`src/rtl/ldm_stm_sequencer.sv`:
```
// Walks a 9-bit register list issuing one word memory access per listed register (LDM/STM/PUSH/POP),
// driving the register-file read/write ports and an optional base-register writeback.
module ldm_stm_sequencer #(
    parameter int ADDR_W = 32
) (
    input  logic              clk,
    input  logic              rst,
    input  logic              start,
    input  logic              is_load,
    input  logic [8:0]        reg_list,
    input  logic [ADDR_W-1:0] base_addr,
    input  logic [3:0]        base_reg,
    input  logic              wb_en,
    output logic              busy,
    output logic              done,
    output logic [ADDR_W-1:0] final_addr,
    output logic              mem_req,
    output logic              mem_we,
    output logic [ADDR_W-1:0] mem_addr,
    output logic [31:0]       mem_wdata,
    input  logic              mem_ready,
    input  logic [31:0]       mem_rdata,
    output logic [3:0]        rf_raddr,
    input  logic [31:0]       rf_rdata,
    output logic              rf_wr_en,
    output logic [3:0]        rf_waddr,
    output logic [31:0]       rf_wdata
);

    localparam logic [1:0] S_IDLE = 2'd0;
    localparam logic [1:0] S_XFER = 2'd1;
    localparam logic [1:0] S_FIN  = 2'd2;
    localparam logic [1:0] S_WB   = 2'd3;

    logic [1:0]        state_q, state_d;
    logic              we_q, we_d;
    logic [8:0]        list_q, list_d;
    logic [ADDR_W-1:0] addr_q, addr_d;
    logic [3:0]        base_reg_q, base_reg_d;
    logic              wb_q, wb_d;
    logic              rf_wr_en_q, rf_wr_en_d;
    logic [3:0]        rf_waddr_q, rf_waddr_d;
    logic [31:0]       rf_wdata_q, rf_wdata_d;

    logic [8:0]        cur_bit;
    logic [3:0]        cur_idx;
    logic [3:0]        cur_reg;
    logic              found;

    // Lowest set bit of the remaining list; bit 8 is LR on stores, PC on loads.
    always_comb begin
        cur_bit = '0;
        cur_idx = '0;
        found   = 1'b0;
        for (int i = 0; i < 9; i++) begin
            if (list_q[i] && !found) begin
                found      = 1'b1;
                cur_bit[i] = 1'b1;
                cur_idx    = 4'(i);
            end
        end
        if (cur_bit[8]) begin
            cur_reg = we_q ? 4'd14 : 4'd15;
        end else begin
            cur_reg = cur_idx;
        end
    end

    always_comb begin
        state_d    = state_q;
        we_d       = we_q;
        list_d     = list_q;
        addr_d     = addr_q;
        base_reg_d = base_reg_q;
        wb_d       = wb_q;
        rf_wr_en_d = 1'b0;
        rf_waddr_d = rf_waddr_q;
        rf_wdata_d = rf_wdata_q;
        case (state_q)
            S_IDLE: begin
                if (start) begin
                    we_d       = ~is_load;
                    list_d     = reg_list;
                    addr_d     = base_addr;
                    base_reg_d = base_reg;
                    // A load that overwrites its own base keeps the loaded value.
                    wb_d       = wb_en && !(is_load && !base_reg[3] && reg_list[base_reg[2:0]]);
                    state_d    = (|reg_list) ? S_XFER : S_FIN;
                end
            end
            S_XFER: begin
                if (mem_ready) begin
                    list_d = list_q & ~cur_bit;
                    addr_d = addr_q + ADDR_W'(4);
                    if (!we_q) begin
                        rf_wr_en_d = 1'b1;
                        rf_waddr_d = cur_reg;
                        rf_wdata_d = mem_rdata;
                    end
                    if ((list_q & ~cur_bit) == 9'd0) begin
                        state_d = S_FIN;
                    end
                end
            end
            S_FIN: begin
                if (wb_q) begin
                    state_d    = S_WB;
                    rf_wr_en_d = 1'b1;
                    rf_waddr_d = base_reg_q;
                    rf_wdata_d = 32'(addr_q);
                end else begin
                    state_d = S_IDLE;
                end
            end
            default: begin
                state_d = S_IDLE;
            end
        endcase
    end

    always_ff @(posedge clk or negedge rst) begin
        if (!rst) begin
            state_q    <= S_IDLE;
            we_q       <= 1'b0;
            list_q     <= '0;
            addr_q     <= '0;
            base_reg_q <= '0;
            wb_q       <= 1'b0;
            rf_wr_en_q <= 1'b0;
            rf_waddr_q <= '0;
            rf_wdata_q <= '0;
        end else begin
            state_q    <= state_d;
            we_q       <= we_d;
            list_q     <= list_d;
            addr_q     <= addr_d;
            base_reg_q <= base_reg_d;
            wb_q       <= wb_d;
            rf_wr_en_q <= rf_wr_en_d;
            rf_waddr_q <= rf_waddr_d;
            rf_wdata_q <= rf_wdata_d;
        end
    end

    // The running address doubles as the final address once the list is drained.
    assign busy       = (state_q != S_IDLE);
    assign done       = ((state_q == S_FIN) && !wb_q) || (state_q == S_WB);
    assign final_addr = addr_q;
    assign mem_req    = (state_q == S_XFER);
    assign mem_we     = we_q;
    assign mem_addr   = addr_q;
    assign mem_wdata  = rf_rdata;
    assign rf_raddr   = cur_reg;
    assign rf_wr_en   = rf_wr_en_q;
    assign rf_waddr   = rf_waddr_q;
    assign rf_wdata   = rf_wdata_q;

endmodule

```
`config.mk`:
```
export PLATFORM = sky130hd
export DESIGN_NAME = ldm_stm_sequencer
export DESIGN_NICKNAME = d
export VERILOG_FILES = /design/src/rtl/ldm_stm_sequencer.sv
export SDC_FILE = /design/constraint.sdc
export NUM_CORES = 1
export LEC_CHECK = 0
export ABC_AREA = 0
export ABC_CLOCK_PERIOD_IN_PS = 2700
export CORE_ASPECT_RATIO = 1.4
export CORE_UTILIZATION = 40
export DETAILED_ROUTE_END_ITERATION = 12
export DONT_BUFFER_PORTS = 1
export GPL_ROUTABILITY_DRIVEN = 1
export PLACE_DENSITY = 0.66
export SLEW_MARGIN = 20
export SYNTH_ARGS = -nofsm -noshare
export SYNTH_HDL_FRONTEND = slang
export SYNTH_SLANG_ARGS = --single-unit
```
`constraint.sdc`:
```
create_clock -name clk -period 2.7 [get_ports clk]
set_clock_uncertainty 0.15 [all_clocks]
set_input_delay 0.675 -clock clk [delete_from_list [all_inputs] [get_ports clk]]
set_output_delay 0.675 -clock clk [all_outputs]
set_load 0.01 [all_outputs]
```
==> key figures, run 1 <==
GRT
  – Maximum number of pins on one net before global-route repair: 87
  – Wire length of the first global-routing pass: 22100 um
  – Initial antenna violation count: 0
  – Overall global routing resource usage: 21.2%
  – Vias in the first global route: 4205
  – Overall overflow remaining after global route: 0

Setup path
  – Highest fanout seen on the critical path: 2
  – Startpoint Class: flip-flop
  – Setup slack, reg-to-reg: 0.06 ns
  – Endpoint of the worst register-to-register path: state_q[1]$_DFFE_PN0P_
  – Arrival @ worst endpoint: 2.24 ns
  – Crit path max-delay family: simple AND/OR/NAND/NOR gates
  – Critical-path top delay cell: sky130_fd_sc_hd__or4_4
  – Capturing element type of the critical path: output port
  – Start-to-end type of the worst setup path: flip-flop to output port
  – Critical path data required time: 1.88 ns
  – Critical Path Max Stage Delay: 0.55 ns
  – Number of cells on the worst reg-to-reg path: 7
  – Cell-by-cell listing of the critical path: or4_4, or4_4, or3_4, o211a_1
  – Cell repeated most along the worst path: sky130_fd_sc_hd__or4_4
  – CP bufs+invs: 0
  – Reg-to-Reg Start: list_q[0]$_DFFE_PN0P_

Timing
  – Slew HR: 67.3%
  – Final Hold Violating Endpoints: 86
  – Worst slack on hold paths: -0.114 ns
  – Final clock period utilization by the worst path: 113%
  – Upper clock frequency limit: 326 MHz
  – Setup repair after global routing missed its margin: yes
  – Worst-Margin Slew: 0.478 ns
  – Worst path setup slack after routing: -0.364 ns
  – Post-Route Setup TNS: -0.732 ns
  – Final Critical Period: 3.06 ns
  – Count of final setup violators: 3
  – Fin. max-slew vios: 0

Drt
  – Average wire length per cell after detail routing: 20.6 um
  – Detailed-route via count: 4083
  – Post-DR vias/cell: 5.87
  – Number of detailed-routing iterations run before antenna repair: 4
  – Post-route DRC: 0
  – Total Routed Length: 14300 um
  – Drt initial violations: 219
  – Antenna-violating nets left: 0

CTS
  – Max Buffers Root-to-Sink: 2
  – CTS tree: done
  – Total number of H-tree levels: 3
  – Number of buffers added by the clock tree synthesis step: 9
  – Number of sinks handled by clock tree synthesis: 86
  – Clock latency on the worst-skew pair: 0.33 ns
  – Clock Pin Slew Worst Setup and Hold Paths: 0.06 ns
  – Root buf cell: sky130_fd_sc_hd__clkbuf_16

Die
  – Horizontal die dimension: 98.7 um
  – Total I/O pin count: 256
  – Die outline height: 137 um
  – Effective utilization at floorplan: 40.8%
  – Die outline area: 0.0135 mm2
  – Cell row count: 49
  – Area of the placeable core: 0.0128 mm2

Layout
  – Number of antenna cells inserted: 0
  – Layout Nets: 659
  – Syn-to-layout area delta: 5.14%
  – Fraction of layout cells with a size suffix above 1: 14.6%

Synthesis
  – Dominant cell by count in the synthesized netlist: sky130_fd_sc_hd__nand2_1
  – List of most frequent post-synthesis cells: 92 x sky130_fd_sc_hd__nand2_1, 86 x sky130_fd_sc_hd__dfrtp_1, 65 x sky130_fd_sc_hd__buf_4, 55 x sky130_fd_sc_hd__o21ai_0, 54 x sky130_fd_sc_hd__mux2i_1
  – Predominant post-synthesis flop cell: sky130_fd_sc_hd__dfrtp_1
  – Cell type contributing the most total cell area after synthesis: sky130_fd_sc_hd__dfrtp_1
  – Sequential cell area fraction in the yosys report: 41.1%
  – Flops & latches, synth: 86
  – Number of enable flip-flop cells after synthesis: 0
  – Top post-synthesis cells by area: sky130_fd_sc_hd__dfrtp_1 41%, sky130_fd_sc_hd__mux2i_1 10%, sky130_fd_sc_hd__buf_4 9.3%
  – Per-instance average area after synthesis: 9.00 um2
  – Fraction of registers with async set/reset: 100%
  – Library cells used by synthesis: 47
  – Cell area after synthesis: 0.00523 mm2
  – Ys Warns: 0
  – Share of the synthesized area in the top cell type: 41.1%
  – Mapped Nets: 702
  – Cell count after synthesis: 581

Power and ir drop
  – Cell leakage power: 2.40 nW
  – Worst IR drop on VDD: 892 uV
  – Power per cell area: 1520 mW/mm2

Placed design
  – Routability congestion estimate: 0.830
  – Worst-case setup slack after placement: -0.0342 ns
  – Final HPWL DP: 10500 um
  – IO Port Bufs: 0

Run
  – Max-cap violations: 0

Run status
  – Result of the run: complete, but fails checks
  – Violated checks: negative hold slack, negative setup slack

Min path
  – Hold WC Path Type: primary input to asynchronous set/reset pin
[final cells by class]
| class | count | area [um2] |
|---|---|---|
| clock buffers | 11 | 233 |
| clock inverters | 4 | 72.6 |
| fillers | 1243 | 7310 |
| inverters | 8 | 30.0 |
| multi-input cells | 388 | 2480 |
| flip-flops and latches | 86 | 2150 |
| well taps | 153 | 191 |
| repair buffers | 45 | 342 |
[placed cells by master, fill, tap and decap left out, types with 3 or more instances in the layout]
cell type                   instances
sky130_fd_sc_hd__nand3_1           21
sky130_fd_sc_hd__nor2_1            13
sky130_fd_sc_hd__mux2_2             5
sky130_fd_sc_hd__a221o_1            3
sky130_fd_sc_hd__nand2b_1           7
sky130_fd_sc_hd__ha_1               4
sky130_fd_sc_hd__and4_1             4
sky130_fd_sc_hd__nand4_1            6
sky130_fd_sc_hd__nand2_1           92
sky130_fd_sc_hd__buf_4             44
sky130_fd_sc_hd__clkbuf_16          9
sky130_fd_sc_hd__dfrtp_1           86
sky130_fd_sc_hd__o211ai_1           4
sky130_fd_sc_hd__nor3_1             8
sky130_fd_sc_hd__and3_1             7
sky130_fd_sc_hd__nor2b_1            3
sky130_fd_sc_hd__o22ai_1           20
sky130_fd_sc_hd__inv_1              8
sky130_fd_sc_hd__a22oi_1            4
sky130_fd_sc_hd__a22o_1             8
sky130_fd_sc_hd__mux2i_1           54
sky130_fd_sc_hd__or3_1              5
sky130_fd_sc_hd__o21ai_0           55
sky130_fd_sc_hd__a21oi_1           29
[power breakdown]
group / leakage, nW / switching [mW] / internal [mW]
clock network: 0.146 / 0.502 / 0.805
registers: 1.04 / 0.759 / 1.97
logic: 1.21 / 2.64 / 1.68
[flip-flops by register name, indices dropped and copies added, names as in the netlist]
signal      flops
base_reg_q      4
final_addr     32
list_q          9
mem_we          1
rf_waddr        4
rf_wdata       32
rf_wr_en        1
state_q         2
wb_q            1
[through the flow]
step,instance area (um2),utilization (%),total power [mW],instances
6_report,5500,42.9,8.36,695
5_1_grt,5500,42.9,9.07,695
4_1_cts,5480,42.8,8.42,693
3_5_place_dp,5130,40.0,7.01,677
3_3_place_gp,5130,40.0,6.87,677
2_1_floorplan,5230,-,6.00,581
[timing repair]
item / 4_1_cts / 5_1_grt
gates cloned: 0 / 0
endpoints found under the hold margin: 86 / 86
buffers inserted: 1 / 2
setup endpoints to repair: 3 / 3
gates resized for setup: 7 / 1
pin swaps: 2 / 1
[logic make-up (layout without fill, tap and decap cells)]
group / count (synthesis) / in the layout / share of synthesized area (%)
flip-flops: 86 / 86 / 41.1
multiplexers: 63 / 63 / 12.7
AO/OA/AOI/OAI: 134 / 134 / 15.3
adder cells (fa/ha/maj): 7 / 7 / 1.63
buffers and inverters: 107 / 68 / 12.4
AND/OR/NAND/NOR: 184 / 184 / 16.8
[routing by layer]
layer	track usage [%]	vias to the layer above	routed length (um)
met5	0	-	0
met4	9.12	0	377
met3	6.65	27	1020
met2	39.1	142	7600
met1	22.0	1991	5310
li1	-	1923	-
[worst max-delay path by stage]
stage,start,end,cells after the start
2_1_floorplan,list_q[2]$_DFFE_PN0P_,rf_raddr[0],6
3_3_place_gp,list_q[2]$_DFFE_PN0P_,rf_raddr[0],4
3_5_place_dp,list_q[2]$_DFFE_PN0P_,rf_raddr[0],4
4_1_cts,list_q[0]$_DFFE_PN0P_,rf_raddr[0],4
5_1_grt,list_q[0]$_DFFE_PN0P_,rf_raddr[0],4
6_report,list_q[0]$_DFFE_PN0P_,rf_raddr[0],4
No activity file was read; power rests on OpenSTA's default activity.
==> run 2: changes to the inputs <==
- ABC_CLOCK_PERIOD_IN_PS: 2700 -> 3250
- PLACE_DENSITY: 0.66 -> 0.64
- clock period: 2.7 -> 3.25 ns (I/O delays scaled with it)
==> run 2 against run 1 <==
  * The run now ends clean
  * Wire length shrank 2.2%
  * Critical path depth did not move
  * Combinational power down 28%
  * Critical path type unchanged
  * Cell count shrank 2.4%
  * Via count fell by 0.69%
  * Global-route usage fell by 0.30 points
  * Sequential share of layout area up 1.3 points
  * Register-to-register slack improved by 0.52 ns
  * Non-clock buffer count shrank 17
  * Total power is 20% lower
==> key figures, run 2 (same netlist as run 1, synthesis figures left out) <==
Layout
  – Most frequent cells in the layout: 92 x sky130_fd_sc_hd__nand2_1, 85 x sky130_fd_sc_hd__dfrtp_1, 55 x sky130_fd_sc_hd__o21ai_0
  – Most common cell after layout, fill and taps aside: sky130_fd_sc_hd__nand2_1
  – Syn-to-layout area delta: 1.82%
  – Final std cells w/o fill: 678
  – Number of antenna cells inserted: 0
  – Layout Nets: 642
  – Final core utilization: 41.6%
  – Fraction of layout cells with a size suffix above 1: 11.2%

Setup path
  – Cell-by-cell listing of the critical path: or4_4, or4_4, or3_1, o211a_1
  – Setup slack, reg-to-reg: 0.58 ns
  – Capturing element type of the critical path: output port
  – Startpoint Class: flip-flop
  – Cell repeated most along the worst path: sky130_fd_sc_hd__or4_4
  – Start-to-end type of the worst setup path: flip-flop to output port
  – Critical path data required time: 2.29 ns
  – Highest fanout seen on the critical path: 3
  – Reg-to-Reg Start: state_q[1]$_DFFE_PN0P_
  – Arrival @ worst endpoint: 2.23 ns
  – CP bufs+invs: 0
  – Critical-path top delay cell: sky130_fd_sc_hd__or4_4
  – Endpoint of the worst register-to-register path: final_addr[14]$_DFFE_PN0P_
  – Number of cells on the worst reg-to-reg path: 8
  – Crit path max-delay family: simple AND/OR/NAND/NOR gates
  – Critical Path Max Stage Delay: 0.53 ns

Timing
  – Setup repair after global routing missed its margin: no
  – Slew HR: 41.0%
  – Fin. max-slew vios: 0
  – Worst slack on hold paths: 0.0154 ns
  – Count of final setup violators: 0
  – Post-Route Setup TNS: 0 ns
  – Final Critical Period: 3.20 ns
  – Final clock period utilization by the worst path: 98.3%
  – Upper clock frequency limit: 313 MHz
  – Worst-Margin Slew: 0.880 ns
  – Final Hold Violating Endpoints: 0

Placed design
  – Number of instances in the placed design: 659
  – IO Port Bufs: 0
  – Final HPWL DP: 10200 um
  – Routability congestion estimate: 0.823

CTS
  – Max Buffers Root-to-Sink: 2
  – Root buf cell: sky130_fd_sc_hd__clkbuf_16
  – CTS tree: done
  – Total number of H-tree levels: 3
  – Number of buffers added by the clock tree synthesis step: 9
  – Number of sinks handled by clock tree synthesis: 86
  – Clock latency on the worst-skew pair: 0.34 ns
  – Clock Pin Slew Worst Setup and Hold Paths: 0.06 ns

Die
  – Total I/O pin count: 256
  – Area of the placeable core: 0.0128 mm2
  – Cell row count: 49
  – Effective utilization at floorplan: 40.8%
  – Horizontal die dimension: 98.7 um
  – Die outline height: 137 um
  – Die outline area: 0.0135 mm2

Run
  – Max-cap violations: 0

Drt
  – Total Routed Length: 14000 um
  – Detailed-route via count: 4055
  – Drt initial violations: 194
  – Post-DR vias/cell: 5.98
  – Post-route DRC: 0
  – Antenna-violating nets left: 0
  – Number of detailed-routing iterations run before antenna repair: 5
  – Average wire length per cell after detail routing: 20.6 um

Power and ir drop
  – Power per cell area: 1250 mW/mm2
  – Overall power after layout: 6.65 mW
  – Worst IR drop on VDD: 627 uV
  – Cell leakage power: 2.30 nW

GRT
  – Maximum number of pins on one net before global-route repair: 87
  – Wire length of the first global-routing pass: 21500 um
  – Vias in the first global route: 4032
  – Overall global routing resource usage: 20.9%
  – Initial antenna violation count: 0
  – Overall overflow remaining after global route: 0

Run status
  – Result of the run: completed

Min path
  – Hold WC Path Type: primary input to asynchronous set/reset pin
## run 2: how the worst max path moves through the flow
stage | start | end | slack [ns] | cells past startpoint
final | list_q[3]$_DFFE_PN0P_ | rf_raddr[0] | 0.05 | 4
after detailed placement | list_q[2]$_DFFE_PN0P_ | rf_raddr[0] | 0.34 | 4
after global routing | list_q[2]$_DFFE_PN0P_ | rf_raddr[0] | 0.01 | 4
after global placement | list_q[2]$_DFFE_PN0P_ | rf_raddr[0] | 0.34 | 4
after CTS | list_q[3]$_DFFE_PN0P_ | rf_raddr[0] | 0.02 | 4
after floorplan | list_q[2]$_DFFE_PN0P_ | rf_raddr[0] | 0.20 | 6
## run 2: final cells by class
class                      count  area, um2
sequential                    86       2150
timing repair buffer          28        213
clock inverter                 4       47.5
clock buffer                  11        243
multi-input combinational    388       2450
tap                          153        191
inverter                       8       30.0
fill                        1254       7490
## run 2: stage by stage
stage | setup slack [ns] | cell area (um2)
global route | 0.0115 | 5330
detailed placement | 0.343 | 4990
finish | 0.0547 | 5330
global placement | 0.343 | 4990
CTS | 0.0167 | 5320
floorplan | 0.199 | 5230
## run 2: worst register-to-register path: cells and delay by family, from the launching register on
kind	cells	cell delay, ns
buffers and inverters	3	0.89
AOI/OAI and AO/OA	2	0.59
DFF	1	0.41
adders and majority gates	1	0.23
muxes	1	0.16
and+or+nand+nor	1	0.09
## run 2: timing repair
action / CTS / global route
endpoints found under the setup margin: 1 / 1
setup buffers: 3 / 0
gates resized for setup: 1 / 2
hold buffers: 1 / 0
hold endpoints to repair: 1 / 0
## run 2: metal layers
metal / track usage (%) / wire (um) / vias up
met5: 0 / 0 / -
met4: 9.78 / 376 / 0
met3: 7.20 / 1130 / 38
met2: 36.9 / 7330 / 158
met1: 22.3 / 5150 / 1972
li1: - / - / 1887
## run 2: power breakdown
part / leakage, nW / switching, mW / internal, mW / total (mW)
clock network: 0.141 / 0.419 / 0.610 / 1.03
logic: 1.12 / 1.91 / 1.22 / 3.13
registers: 1.04 / 0.851 / 1.64 / 2.49
total: 2.30 / 3.18 / 3.47 / 6.65
